===== src/rtl/match_collector.sv =====
// Collects set lanes of PE result vectors into (weight index, string position) records
// and buffers them in a small FIFO; acks each weight batch once all its records drain.
module match_collector #(
  parameter int max_number_of_weight = 16,
  parameter int POS_W                = 8,
  parameter int IDX_W                = 16,
  parameter int FIFO_DEPTH           = 8
) (
  input  logic                            clk,
  input  logic                            reset,
  input  logic                            in_valid,
  output logic                            in_ready,
  input  logic [max_number_of_weight-1:0] in_result,
  input  logic [POS_W-1:0]                in_pos,
  input  logic [IDX_W-1:0]                in_base,
  input  logic                            in_last,
  output logic                            out_valid,
  input  logic                            out_ready,
  output logic [IDX_W-1:0]                out_idx,
  output logic [POS_W-1:0]                out_pos,
  output logic [15:0]                     match_count,
  output logic                            batch_ack,
  output logic                            overflow
);

  localparam int NL     = max_number_of_weight;
  localparam int LANE_W = (NL > 1) ? $clog2(NL) : 1;
  localparam int PTR_W  = (FIFO_DEPTH > 1) ? $clog2(FIFO_DEPTH) : 1;
  localparam int CNT_W  = PTR_W + 1;

  typedef enum logic [1:0] {IDLE, SCAN, DRAIN} state_e;

  typedef struct packed {
    logic [IDX_W-1:0] idx;
    logic [POS_W-1:0] pos;
  } rec_t;

  state_e           state_q, state_d;
  logic [NL-1:0]    vec_q, vec_d;
  logic [POS_W-1:0] pos_q, pos_d;
  logic [IDX_W-1:0] base_q, base_d;
  logic             last_q, last_d;

  rec_t             mem_q [FIFO_DEPTH];
  logic [PTR_W-1:0] wr_q, rd_q;
  logic [CNT_W-1:0] cnt_q;
  logic [15:0]      match_q;
  logic             ovf_q;

  logic [LANE_W-1:0] lane;
  logic [NL-1:0]     lane_oh;
  logic              full, push, pop, accept;
  rec_t              rec;

  // Lowest set lane wins: scanning downward lets the lowest index overwrite last.
  always_comb begin
    lane    = '0;
    lane_oh = '0;
    for (int k = NL - 1; k >= 0; k--) begin
      if (vec_q[k]) lane = LANE_W'(k);
    end
    lane_oh[lane] = 1'b1;
  end

  assign full    = (cnt_q == CNT_W'(FIFO_DEPTH));
  assign push    = (state_q == SCAN) && !full && (|vec_q);
  assign pop     = (cnt_q != '0) && out_ready;
  assign accept  = in_valid && in_ready;
  assign rec.idx = base_q + IDX_W'(lane);
  assign rec.pos = pos_q;

  always_comb begin
    state_d   = state_q;
    vec_d     = vec_q;
    pos_d     = pos_q;
    base_d    = base_q;
    last_d    = last_q;
    in_ready  = (state_q == IDLE);
    batch_ack = 1'b0;
    case (state_q)
      IDLE: begin
        if (accept) begin
          vec_d  = in_result;
          pos_d  = in_pos;
          base_d = in_base;
          last_d = in_last;
          if (|in_result)   state_d = SCAN;
          else if (in_last) state_d = DRAIN;
        end
      end
      SCAN: begin
        if (push) begin
          vec_d = vec_q & ~lane_oh;
          if (vec_d == '0) state_d = last_q ? DRAIN : IDLE;
        end
      end
      DRAIN: begin
        if (cnt_q == '0) begin
          batch_ack = 1'b1;
          state_d   = IDLE;
        end
      end
      default: state_d = IDLE;
    endcase
  end

  always_ff @(posedge clk) begin
    if (reset) begin
      state_q <= IDLE;
      vec_q   <= '0;
      pos_q   <= '0;
      base_q  <= '0;
      last_q  <= 1'b0;
      wr_q    <= '0;
      rd_q    <= '0;
      cnt_q   <= '0;
      match_q <= '0;
      ovf_q   <= 1'b0;
    end else begin
      state_q <= state_d;
      vec_q   <= vec_d;
      pos_q   <= pos_d;
      base_q  <= base_d;
      last_q  <= last_d;
      if (push) wr_q <= wr_q + PTR_W'(1);
      if (pop)  rd_q <= rd_q + PTR_W'(1);
      case ({push, pop})
        2'b10:   cnt_q <= cnt_q + CNT_W'(1);
        2'b01:   cnt_q <= cnt_q - CNT_W'(1);
        default: cnt_q <= cnt_q;
      endcase
      if (push && match_q != 16'hFFFF) match_q <= match_q + 16'd1;
      ovf_q <= ovf_q | (push && full);
    end
  end

  // Storage needs no reset: outputs are masked whenever the FIFO is empty.
  always_ff @(posedge clk) begin
    if (push) mem_q[wr_q] <= rec;
  end

  assign out_valid   = (cnt_q != '0);
  assign out_idx     = out_valid ? mem_q[rd_q].idx : '0;
  assign out_pos     = out_valid ? mem_q[rd_q].pos : '0;
  assign match_count = match_q;
  assign overflow    = ovf_q;

endmodule


===== config.mk =====
export PLATFORM = sky130hd
export DESIGN_NAME = match_collector
export DESIGN_NICKNAME = d
export VERILOG_FILES = /design/src/rtl/match_collector.sv
export SDC_FILE = /design/constraint.sdc
export NUM_CORES = 1
export LEC_CHECK = 0
export BUFFER_PORTS_ARGS = -buffer_cell sky130_fd_sc_hd__buf_2
export CORE_MARGIN = 2
export CORE_UTILIZATION = 55
export CTS_CLUSTER_SIZE = 28
export DETAILED_ROUTE_END_ITERATION = 16
export PLACE_DENSITY = 0.81
export SYNTH_ARGS = -nofsm -noshare
export SYNTH_HDL_FRONTEND = slang
export SYNTH_SLANG_ARGS = --single-unit

===== constraint.sdc =====
create_clock -name clk -period 6.79 [get_ports clk]
set_input_delay 0 -clock clk [delete_from_list [all_inputs] [get_ports clk]]
set_output_delay 0 -clock clk [all_outputs]
set_load 0.01 [all_outputs]

=== Yosys cells after proc, flatten, opt, wreduce, memory -nomap -nowiden ===
Memories as Yosys holds them, arrays and structs flattened. A register that Yosys moved wholly into a read port is not among the register bits.
Cells that the tools add are included.

* Memories: 1
* Logic and storage cells: 90
* Bits in registers: 70
* Bits of input ports: 45
* Memory bits (writable): 192
* Output and inout bits: 44

* Magnitude comparators: 2
* Multiplexer cells: 38
* Equality and inequality tests: 11
* Reduce and logical (&&, ||, !) cells: 19
* Add/subtract/negate cells: 6
* Bitwise operators: 3

{| class="wikitable"
|+ Memory list
! memory !! words !! width !! rd ports !! clocked after Yosys merged registers in !! write ports !! line !! RTL
|-
| mem_q || 8 || 24 || 1 || 1 || 1 || 44 || <nowiki>rec_t mem_q [FIFO_DEPTH];</nowiki>
|}

{| class="wikitable"
|+ Operators with widths
! kind !! count
|-
| 4-bit two-way mux || 16
|-
| 16-bit two-way mux || 3
|-
| 16-bit one-hot mux with 2 select lines || 1
|-
| 16-bit OR reduction || 2
|-
| 16-bit by 1-bit adder with 16-bit output, second input constant || 1
|-
| 16-bit by 4-bit adder with 16-bit output || 1
|-
| 16-bit bitwise AND || 1
|-
| 16-bit zero test || 1
|-
| 16-bit inequality test, second input constant || 1
|-
| 16-bit NOT || 1
|-
| 2-bit two-way mux || 7
|-
| 8-bit two-way mux || 1
|-
| 4-bit one-hot mux with 2 select lines || 1
|-
| 1-bit logical AND || 7
|-
| 3-bit by 1-bit adder with 3-bit output, second input constant || 2
|-
| 3-bit two-way mux || 2
|-
| 2-bit one-hot mux with 3 select lines || 1
|-
| 4-bit by 5-bit less-than comparator with 1-bit output, second input constant || 1
|-
| 1-bit two-way mux || 5
|-
| 5-bit AND reduction || 1
|-
| 4-bit by 1-bit adder with 4-bit output, second input constant || 1
|-
| 1-bit demux with 4-bit select || 1
|-
| 2-bit by 1-bit equality test with 1-bit output, second input constant || 2
|-
| 2-bit equality test, second input constant || 2
|-
| 14 further kinds || 17
|}

=== Longest topological paths before layout ===
Gate-level depths: netlist of run 1.

* Depth in word-level cells: 26
* Depth in mapped cells: 17
* Mapped depth without buffers: 16

=== Worst setup path before layout of run 1 ===
No wires, ideal clock.

* Path type: register to register
* Start point: register state_q[1]
* End point: memory mem_q[2][0] (netlist name), enable pin
* Path buffers: 1
* Library setup time: 475 ps
* Stages on the path, launching flop included: 7
* Setup slack: 2448 ps
* Period minus slack after synthesis: 4342 ps
* Required time: 6315 ps
* Arrival: 3868 ps
* Cells stage by stage: dfxtp_1 clkbuf_1 nand2b_1 a21o_1 nor2_2 inv_1 nor4b_1

* Word-level cells in the longest chain between the ends: 5

{| class="wikitable"
|+ RTL lines
! element !! line !! RTL
|-
| start, declared || 38 || <nowiki>state_e state_q, state_d;</nowiki>
|-
| start signal, assigned || 120 || <nowiki>state_q <= state_d;</nowiki>
|-
| 2-bit by 1-bit equality test with 1-bit output || 66 || <nowiki>assign push = (state_q == SCAN) && !full && (|vec_q);</nowiki>
|-
| 1-bit logical AND (2 in a row) || 66 ||
|-
| 1-bit two-way mux || 139 || <nowiki>if (push) mem_q[wr_q] <= rec;</nowiki>
|-
| 1-bit two-way mux (not written as such) || 139 ||
|-
| end, declared || 44 ||
|}

Every way passes these cells.

==> results.md, run 1 <==
* ANT cells at 0
* F_max at 265 MHz
* Max incr delay on CP at 0.43 ns
* Final Cell Area at 0.0132 mm2
* Inserted Clock Buffers at 27
* Cells along the critical path: inv_1 > a221oi_1 > o221a_2 > o21a_1 > nor2_1 > nor2_1 > ha_1 > inv_1 > fa_1 > nor2b_1 > o21ai_0 > nand2b_1 > and2_1 > nand2b_1 > nor2_1 > xor2_1
* Worst R2R Path Depth at 16
* Layout cells sized above 1 at 0.215
* First-pass GRT wire length at approximately 40000 um
* Fin util at 0.657
* Largest net degree at the start of global routing at 49
* RR Startpoint: vec_q[11]
* Via count at slightly above 7k
* Setup_tns at 0 ns
* Worst VDD drop at 216 uV
* Syn Nets at 872
* Asr flop ratio synth at 0
* Vias in the first global route at roughly 7.3k
* Placed cells at 1144
* Placed Area at 0.0119 mm2
* Setup WS post-layout at ~3.0 ns
* DP Worst Slack at 3.07 ns
* Core Region at around 0.02 mm2
* Initial antenna violation count at 0
* Overall power at between 4 and 5 mW
* FILL cells at between 1k and 1.5k
* Starting density of the core at 0.556
* Period utilization at 0.557
* Slew headroom at 0.170
* Pleak at approximately 4.6 nW
* Mapped Area at between 0.01 and 0.015 mm2
* Most frequent CP cell: nor2_1
* Synth Flop Type: edfxtp_1
* Residual DRC at 0
* H-tree depth at 1
* Die height at about 150 um
* # setup viols final at 0
* Leading area contributor after synthesis: edfxtp_1
* Mean Syn Cell Area at between 10 and 15 um2
* Post-layout min period at roughly 3.8 ns
* Crit path kind: reg2reg
* Post-DP HPWL at around 14000 um
* Hold depth at 2
* Post-synth top cells: edfxtp_1 (192), nand2_1 (94), nor2_1 (84), dfxtp_1 (73), a21oi_1 (64)
* Netlist cell types at 55
* Grt total ovfl at 0
* Drt first pass iters at 5
* Starting DRT DRC Count at 659
* Top sig layer: met4
* Hold Path Class: in2reg
* CP max FO at 8
* Clk buf depth at 3
* Routability cong. at around 0.9
* Crit end category: flip-flop
* Final slew viol count at 0
* Clk sinks at around 270
* Vias per cell at around 5.9
* Worst slew pin tran at about 1.2 ns
* Final Hold Vio Count at 0
* Met3 wire length at slightly below 2000 um
* Routed metal-1 wirelength at about 10000 um
* RSZ-0062 raised after global routing: false
* Die ar. at about 0.021 mm2
* Max Cap Viol at 0
* Most common cell in the netlist: edfxtp_1
* Slack of the worst reg-to-reg path at between 3 and 4 ns
* Row count at 52
* YS warnings at 0
* Clock transition at path regs at around 0.07 ns
* Gr usage total at 0.236
* Synth top area share at 0.518
* Startpoint Class: flip-flop
* Slowest CP cell: xor2_1
* Post-CTS setup buffers at 0
* WP data arrival at 4.04 ns
* Post-route ant nets at 0
* Area growth from synthesis to layout at 18.2%
* Port bufs at just under 90
* Synth area leaders: edfxtp_1 (52%), dfxtp_1 (13%), mux4_2 (9.7%), nand2_1 (3.2%), a21oi_1 (2.9%)
* RR Endpoint: mem_q[7][20]
* Worst skew pair latency at around 0.53 ns
* Sequential area share after synthesis at 0.649
* Worst path required time at ~7.1 ns
* Clock root cell: clkbuf_16
* Total wire length at about 25000 um
* Cell count after synthesis at approximately 820
* Yosys reg bits at roughly 270
* DR WL met2 at approximately 12000 um
* Power per standard cell area at around 330 mW/mm2
* CTS tree: built
* Status: finished, final reports clean
* Final nets at 1005
* Worst Setup SP: vec_q[11]
* Wire length per cell at ~20 um
* Die extent in x at about 150 um
* Top-Level Pins at 89
* WHS at about 0.0093 ns
* Final Skew at 0.0158 ns
* Post-synth EDFFs at 192
* Final Non-Filler Cells at approximately 1.2k
* Critical Path End: mem_q[7][20]
-- final cells by class --
type	count	area, um2	area share
sequential	265	7230	0.549
multi-input combinational	494	3730	0.283
timing repair buffer	145	981	0.0745
clock buffer	36	759	0.0577
tap	270	338	0.0257
clock inverter	13	71.3	0.00542
inverter	15	56.3	0.00428
-- cell usage in the layout (no fill, tap or decap), types with 17 or more instances in the layout --
| cell | instances |
|---|---|
| mux2i_1 | 27 |
| clkbuf_16 | 27 |
| buf_2 | 88 |
| xnor2_1 | 18 |
| dlygate4sd3_1 | 45 |
| mux4_2 | 48 |
| dfxtp_1 | 71 |
| o21ai_0 | 17 |
| a21oi_1 | 64 |
| edfxtp_1 | 192 |
| nand2_1 | 94 |
| nor2_1 | 83 |
-- cell families (layout without fill, tap and decap cells) --
logic type / after synthesis / in the layout / share of synthesized area
xor gates and xnor gates: 29 / 29 / 0.0228
DFF: 265 / 265 / 0.649
adders and majority gates: 12 / 12 / 0.0148
and+or+nand+nor: 259 / 259 / 0.108
AOI/OAI and AO/OA: 119 / 119 / 0.0633
muxes: 75 / 75 / 0.121
buffers and inverters: 56 / 209 / 0.0206
-- worst max-delay path, delay by kind of cell, from the launching register on --
family | cells | cell delay (ns)
buffers and inverters | 2 | 0.14
AOI/OAI and AO/OA | 4 | 1.03
and+or+nand+nor | 7 | 0.92
DFF | 1 | 0.40
adders and majority gates | 2 | 0.59
xor gates and xnor gates | 1 | 0.43
-- per-layer routing --
| metal | global-route usage | vias to the layer above |
|---|---|---|
| met4 | 0.0553 | 0 |
| met5 | 0 | - |
| met1 | 0.323 | 3579 |
| met2 | 0.398 | 298 |
| met3 | 0.0425 | 47 |
| li1 | - | 3325 |
-- report_power, final --
group          switching (mW)  total (mW)  internal (mW)
logic                   0.539       0.985          0.446
clock network           0.596        1.38          0.784
registers               0.130        1.98           1.85
-- what timing repair did --
action	CTS	global route
resized for setup	0	0
hold buffers	45	0
endpoints found under the hold margin	44	0
endpoints found under the setup margin	0	0
-- worst min path at each step --
stage / start / endpoint
finish: reset / vec_q[4]
CTS: reset / vec_q[6]
global route: reset / vec_q[9]
detailed placement: in_base[2] / base_q[2]
global placement: in_base[0] / base_q[0]
floorplan: in_last / last_q
-- state kept, by name, indices dropped and copies added, names as in the netlist, named ones only --
| name | count |
|---|---|
| wr_q | 3 |
| base_q | 16 |
| last_q | 1 |
| cnt_q | 4 |
| state_q | 2 |
| rd_q | 3 |
| vec_q | 16 |
| mem_q | 192 |
| pos_q | 8 |
| overflow | 1 |
| match_count | 16 |
(Power assumes the default switching activity.)
==> inputs of run 2 (changes only) <==
- CORE_UTILIZATION: 55 -> 54
- PLACE_DENSITY: 0.81 -> 0.83
- clock period: 6.79 -> 3.15 ns (I/O delays scaled with it)
==> run 2 against run 1 <==
Net effect: the flow now finishes with violations (setup timing); non-clock buffer count is 51 higher; core utilization is 2.6 points higher; worst setup slack worse by 3.0 ns; count of clock-buffer cells in the layout is 4 lower; largest power group unchanged; sequential power is 120% higher; routed wire length is 6.5% higher; sequential share of layout area is 2.6 points lower; register-to-register slack worse by 3.0 ns; cell area is 5.0% higher; fmax is 19% higher; via count is 5.2% higher.
==> results.md, run 2 (synthesis results as in run 1) <==
* Status: finished with violations (was finished, final reports clean)
* Failing checks: setup timing
* Period utilization at 1.00 (was 0.557)
* Largest net degree at the start of global routing at 35 (was 49)
* Row count at 52 (unchanged)
* Core Region at 0.0202 mm2 (was 0.0200 mm2)
* Commonest non-fill, non-tap cell in the layout: edfxtp_1 (unchanged)
* Max Cap Viol at 0 (unchanged)
* Cells along the critical path: nand2b_4 > a221oi_2 > o221a_2 > o21a_1 > nor2_1 > nor2_1 > ha_2 > inv_2 > fa_2 > nor2b_1 > o21ai_1 > nand2b_1 > and2_4 > nand2b_4 > nor2_4 > xor2_2 > buf_4 (was inv_1 > a221oi_1 > o221a_2 > o21a_1 > nor2_1 > nor2_1 > ha_1 > inv_1 > fa_1 > nor2b_1 > o21ai_0 > nand2b_1 > and2_1 > nand2b_1 > nor2_1 > xor2_1)
* Worst skew pair latency at 0.52 ns (was 0.53 ns)
* Clock root cell: clkbuf_16 (unchanged)
* Slowest CP cell: fa_2 (was xor2_1)
* Die ar. at 0.0218 mm2 (was 0.0214 mm2)
* Pleak at 4.89 nW (was 4.57 nW)
* Worst VDD drop at 452 uV (was 216 uV)
* Residual DRC at 0 (unchanged)
* First-pass GRT wire length at 41600 um (was 39500 um)
* Top-Level Pins at 89 (unchanged)
* Worst path required time at 3.42 ns (was 7.05 ns)
* Clk buf depth at 3 (unchanged)
* Slew headroom at 0.286 (was 0.170)
* Largest Register: mem_q (unchanged)
* F_max at 316 MHz (was 265 MHz)
* Vias per cell at 5.92 (was 5.86)
* Post-DP HPWL at 15100 um (was 14200 um)
* Final slew viol count at 0 (unchanged)
* Post-route ant nets at 0 (unchanged)
* Die extent in x at 148 um (was 146 um)
* Max incr delay on CP at 0.37 ns (was 0.43 ns)
* FILL cells at 1333 (was 1413)
* Starting DRT DRC Count at 733 (was 659)
* Area growth from synthesis to layout at 24.2% (was 18.2%)
* Largest register FFs at 192 (unchanged)
* Port bufs at 88 (unchanged)
* Crit path kind: reg2reg (unchanged)
* H-tree depth at 1 (unchanged)
* Overall power at 9.87 mW (was 4.35 mW)
* Starting density of the core at 0.550 (was 0.556)
* ANT cells at 0 (unchanged)
* Final Cell Area at 0.0138 mm2 (was 0.0132 mm2)
* Final Hold Vio Count at 0 (unchanged)
* Layout cells sized above 1 at 0.279 (was 0.215)
* Crit end category: flip-flop (unchanged)
* Drt first pass iters at 5 (unchanged)
* Clk sinks at 265 (unchanged)
* Commonest non-fill, non-tap cells in the layout: edfxtp_1 (192), nand2_1 (94), buf_2 (88) (unchanged)
* Wire length per cell at 20.9 um (was 20.4 um)
* Routability cong. at 0.930 (was 0.922)
* Placed Area at 0.0122 mm2 (was 0.0119 mm2)
* Power per standard cell area at 714 mW/mm2 (was 331 mW/mm2)
* Via count at 7628 (was 7249)
* Gr usage total at 0.247 (was 0.236)
* Worst slew pin tran at 1.07 ns (was 1.24 ns)
* Final Skew at 0.0148 ns (was 0.0158 ns)
* WP data arrival at 3.43 ns (was 4.04 ns)
* # setup viols final at 2 (was 0)
* Setup WS post-layout at -0.0122 ns (was 3.01 ns)
* Clock transition at path regs at 0.06 ns (was 0.07 ns)
* Final nets at 1056 (was 1005)
* CP max FO at 4 (was 8)
* Startpoint Class: flip-flop (unchanged)
* Initial antenna violation count at 0 (unchanged)
* Vias in the first global route at 7577 (was 7341)
* RSZ-0062 raised after global routing: true (was false)
* Grt total ovfl at 0 (unchanged)
* Hold Path Class: in2reg (unchanged)
* Post-layout min period at 3.16 ns (was 3.78 ns)
* Total wire length at 26900 um (was 25300 um)
* Inserted Clock Buffers at 27 (unchanged)
* Die height at 148 um (was 146 um)
* CTS tree: built (unchanged)
-- run 2: changes by cell type in the layout (fill, tap and decap cells not counted), moves of 3 or more --
| cell | previous run | this run |
|---|---|---|
| buf_4 | 12 | 58 |
| bufinv_16 | 0 | 4 |
| or4_1 | 4 | 1 |
| clkbuf_8 | 5 | 1 |
| dfxtp_1 | 71 | 66 |
| xor2_1 | 11 | 7 |
| dfxtp_2 | 1 | 5 |
| dlygate4sd3_1 | 45 | 48 |
| nor2_1 | 83 | 79 |
| nor2_4 | 1 | 4 |
| or4_4 | 0 | 3 |
| clkinvlp_4 | 0 | 3 |
| clkinv_2 | 6 | 3 |
-- run 2: worst paths after layout --
path	slack (ns)	from	endpoint	cells past startpoint
min reg2reg	0.46	last_q	last_q	2
max	-0.01	vec_q[14]	mem_q[3][22]	17
min	0.02	out_ready	flip-flop	4
max reg2reg	-0.01	vec_q[14]	mem_q[3][22]	17
-- run 2: report_power, final --
group | internal [mW] | total (mW) | leakage [nW] | switching (mW)
Clock | 1.93 | 3.23 | 0.430 | 1.31
Sequential | 4.00 | 4.27 | 2.37 | 0.267
Combinational | 1.10 | 2.37 | 2.09 | 1.26
-- run 2: final cells by class --
type / instances / area, um2 / share of cell area
Clock buffer: 32 / 704 / 0.0510
Clock inverter: 17 / 194 / 0.0140
Inverter: 15 / 56.3 / 0.00407
Multi-Input combinational cell: 494 / 3900 / 0.282
Sequential cell: 265 / 7240 / 0.524
Tap cell: 270 / 338 / 0.0244
Timing Repair Buffer: 196 / 1390 / 0.100
-- run 2: per-stage QoR --
stage | cells | setup slack [ns] | hold WS, ns | TNS [ns] | utilization
5_1_grt | 1289 | -0.187 | 0.0452 | -5.95 | 0.683
2_1_floorplan | 815 | -0.383 | 0.136 | -30.95 | -
6_report | 1289 | -0.0122 | 0.0232 | -0.0140 | 0.683
3_3_place_gp | 1182 | -0.155 | 0.246 | -4.01 | 0.603
3_5_place_dp | 1182 | -0.403 | 0.257 | -11.93 | 0.603
4_1_cts | 1283 | 0.0212 | 0.0122 | 0 | 0.676
-- run 2: critical path: cells and delay by family, from the launching register on --
kind	cells	cell delay, ns
xor gates and xnor gates	1	0.10
AOI/OAI and AO/OA	4	0.73
buffers and inverters	2	0.22
adders and majority gates	2	0.58
and+or+nand+nor	8	0.97
DFF	1	0.31
-- run 2: metal layers --
metal	GRT usage	routed length [um]
met5	0	0
met3	0.0352	2180
met1	0.328	10300
met4	0.0764	824
met2	0.426	13600
-- run 2: repair_timing --
item,CTS,global route
cloned,0,0
endpoints found under the hold margin,57,0
pin swaps,4,9
buffers inserted,4,7
hold buffers,48,0
setup endpoints to repair,56,90
resized for setup,16,23
==> inputs of run 3 (changes only) <==
- CTS_BUF_LIST: unset -> sky130_fd_sc_hd__clkbuf_16
- PLACE_DENSITY: 0.83 -> 0.79
==> run 3 against run 2 <==
Net effect: the run still ends with setup timing left; clock power up 8.0%; cell area up 1.3%; core utilization up 0.87 points; first-iteration DRC count down 25%; die area unchanged; worst setup slack about the same; clock skew up 0.011 ns.
==> results.md, run 3 (synthesis results as in run 1) <==
* Hold depth at 6 (was 4)
* CP max FO at 8 (was 4)
* Startpoint Class: flip-flop (unchanged)
* Worst path required time at 3.51 ns (was 3.42 ns)
* Post-route ant nets at 0 (unchanged)
* Slew headroom at 0.272 (was 0.286)
* Via count at 7482 (was 7628)
* Placed cells at 1181 (was 1182)
* Vias in the first global route at 7614 (was 7577)
* Hold Path Class: in2reg (unchanged)
* # setup viols final at 8 (was 2)
* WP data arrival at 3.52 ns (was 3.43 ns)
* Grt total ovfl at 0 (unchanged)
* Starting density of the core at 0.550 (unchanged)
* Worst R2R Path Depth at 16 (was 17)
* F_max at 316 MHz (about the same)
* Final slew viol count at 0 (unchanged)
* Clk buf depth at 3 (unchanged)
* Drt first pass iters at 5 (unchanged)
* Wire length per cell at 19.7 um (was 20.9 um)
* Clock root cell: clkbuf_16 (unchanged)
* Residual DRC at 0 (unchanged)
* Setup WS post-layout at -0.0125 ns (was -0.0122 ns)
* Inserted Clock Buffers at 27 (unchanged)
* Final Hold Vio Count at 0 (unchanged)
* Largest net degree at the start of global routing at 31 (was 35)
* Failing checks: setup timing (unchanged)
* Period utilization at 1.00 (about the same)
* Clk sinks at 265 (unchanged)
* Top-Level Pins at 89 (unchanged)
* DP Worst Slack at -0.385 ns (was -0.403 ns)
* H-tree depth at 1 (unchanged)
* Layout cells sized above 1 at 0.275 (was 0.279)
* Row count at 52 (unchanged)
* Status: finished with violations (unchanged)
* Starting DRT DRC Count at 553 (was 733)
* Gr usage total at 0.238 (was 0.247)
* Worst skew pair latency at 0.55 ns (was 0.52 ns)
* First-pass GRT wire length at 40600 um (was 41600 um)
* ANT cells at 0 (unchanged)
* Die ar. at 0.0218 mm2 (unchanged)
* Worst slew pin tran at 1.09 ns (was 1.07 ns)
* Power per standard cell area at 720 mW/mm2 (was 714 mW/mm2)
* Crit path kind: reg2reg (unchanged)
* CTS tree: built (unchanged)
* Post-layout min period at 3.16 ns (about the same)
* Core Region at 0.0202 mm2 (unchanged)
* Final Non-Filler Cells at 1300 (was 1289)
* Final Skew at 0.0256 ns (was 0.0148 ns)
* Vias per cell at 5.76 (was 5.92)
* Die extent in x at 148 um (unchanged)
* Port bufs at 88 (unchanged)
* Sequential cell area at 0.00724 mm2 (about the same)
* Commonest non-fill, non-tap cell in the layout: edfxtp_1 (unchanged)
* FILL cells at 1331 (was 1333)
* Largest register FFs at 192 (unchanged)
* Total wire length at 25700 um (was 26900 um)
* Pleak at 5.02 nW (was 4.89 nW)
* Crit end category: flip-flop (unchanged)
* Initial antenna violation count at 0 (unchanged)
* Routability cong. at 0.913 (was 0.930)
* Largest Register: mem_q (unchanged)
* Post-DP HPWL at 14900 um (was 15100 um)
* Multi-input gate area at 0.00390 mm2 (about the same)
* Die height at 148 um (unchanged)
* Max Cap Viol at 0 (unchanged)
* Area growth from synthesis to layout at 25.7% (was 24.2%)
* Worst VDD drop at 437 uV (was 452 uV)
* Clock transition at path regs at 0.06 ns (about the same)
* RSZ-0062 raised after global routing: true (unchanged)
* Final nets at 1066 (was 1056)
* Commonest non-fill, non-tap cells in the layout: edfxtp_1 (192), nand2_1 (94), buf_2 (88) (unchanged)
[run 3: cell types whose count changed in the layout (fill, tap and decap cells not counted), moves of 2 or more]
cell           before  now
dlygate4sd3_1      48   60
clkbuf_1            4    0
clkinv_2            3    7
bufinv_16           4    7
clkinv_1            5    2
buf_4              58   56
clkinvlp_4          3    1
dfxtp_1            66   68
inv_1              14   16
or4_1               1    3
or4_4               3    1
[run 3: metrics by stage]
stage	TNS [ns]	power [mW]	instance area, um2	util	hold slack (ns)
final	-0.0933	10.1	14000	0.692	0.0524
after global routing	-5.31	10.5	14000	0.692	0.104
after CTS	-0.000208	10.1	13900	0.687	0.0329
after detailed placement	-12.79	6.54	12200	0.602	0.254
after global placement	-5.49	6.50	12200	0.602	0.246
after floorplan	-30.95	5.73	11200	-	0.136
[run 3: path summary, 6_finish.rpt]
kind / startpoint / end / slack (ns)
worst max-delay path: vec_q[14] / mem_q[3][22] / -0.01
worst min-delay path: in_valid / state_q[1] / 0.05
worst max register to register: vec_q[14] / mem_q[3][22] / -0.01
worst min register to register: base_q[2] / base_q[2] / 0.46
[run 3: what timing repair did]
item	CTS	global route
endpoints found under the hold margin	45	0
setup endpoints to repair	48	97
hold buffers	60	0
resized for setup	19	17
pin swaps	8	9
buffers inserted	5	4
[run 3: area by class of cell]
class	count	share of cell area
Sequential cell	265	0.517
Clock buffer	27	0.0483
Timing Repair Buffer	206	0.106
Clock inverter	23	0.0221
Tap cell	270	0.0241
Inverter	15	0.00402
Multi-Input combinational cell	494	0.279
[run 3: critical path, cell delays in order (launching register included)]
cell,delay (ns)
dfxtp_2,0.32
nand2b_4,0.14
a221oi_4,0.26
o221a_2,0.25
o21a_1,0.15
nor2_1,0.05
nor2_1,0.10
ha_2,0.20
inv_2,0.04
fa_2,0.37
nor2b_2,0.12
o21ai_1,0.09
nand2b_1,0.14
and2_4,0.19
nand2b_4,0.10
nor2_4,0.21
xor2_4,0.26
[run 3: where the power goes]
| part | internal [mW] | switching (mW) |
|---|---|---|
| clock | 2.15 | 1.34 |
| combinational | 1.10 | 1.27 |
| sequential | 4.00 | 0.227 |
| total | 7.25 | 2.83 |
[run 3: routing by layer]
layer  routed length, um  GRT usage
met5                   0          0
met4                 619     0.0697
met3                1630     0.0293
met2               13000      0.414
met1               10400      0.319
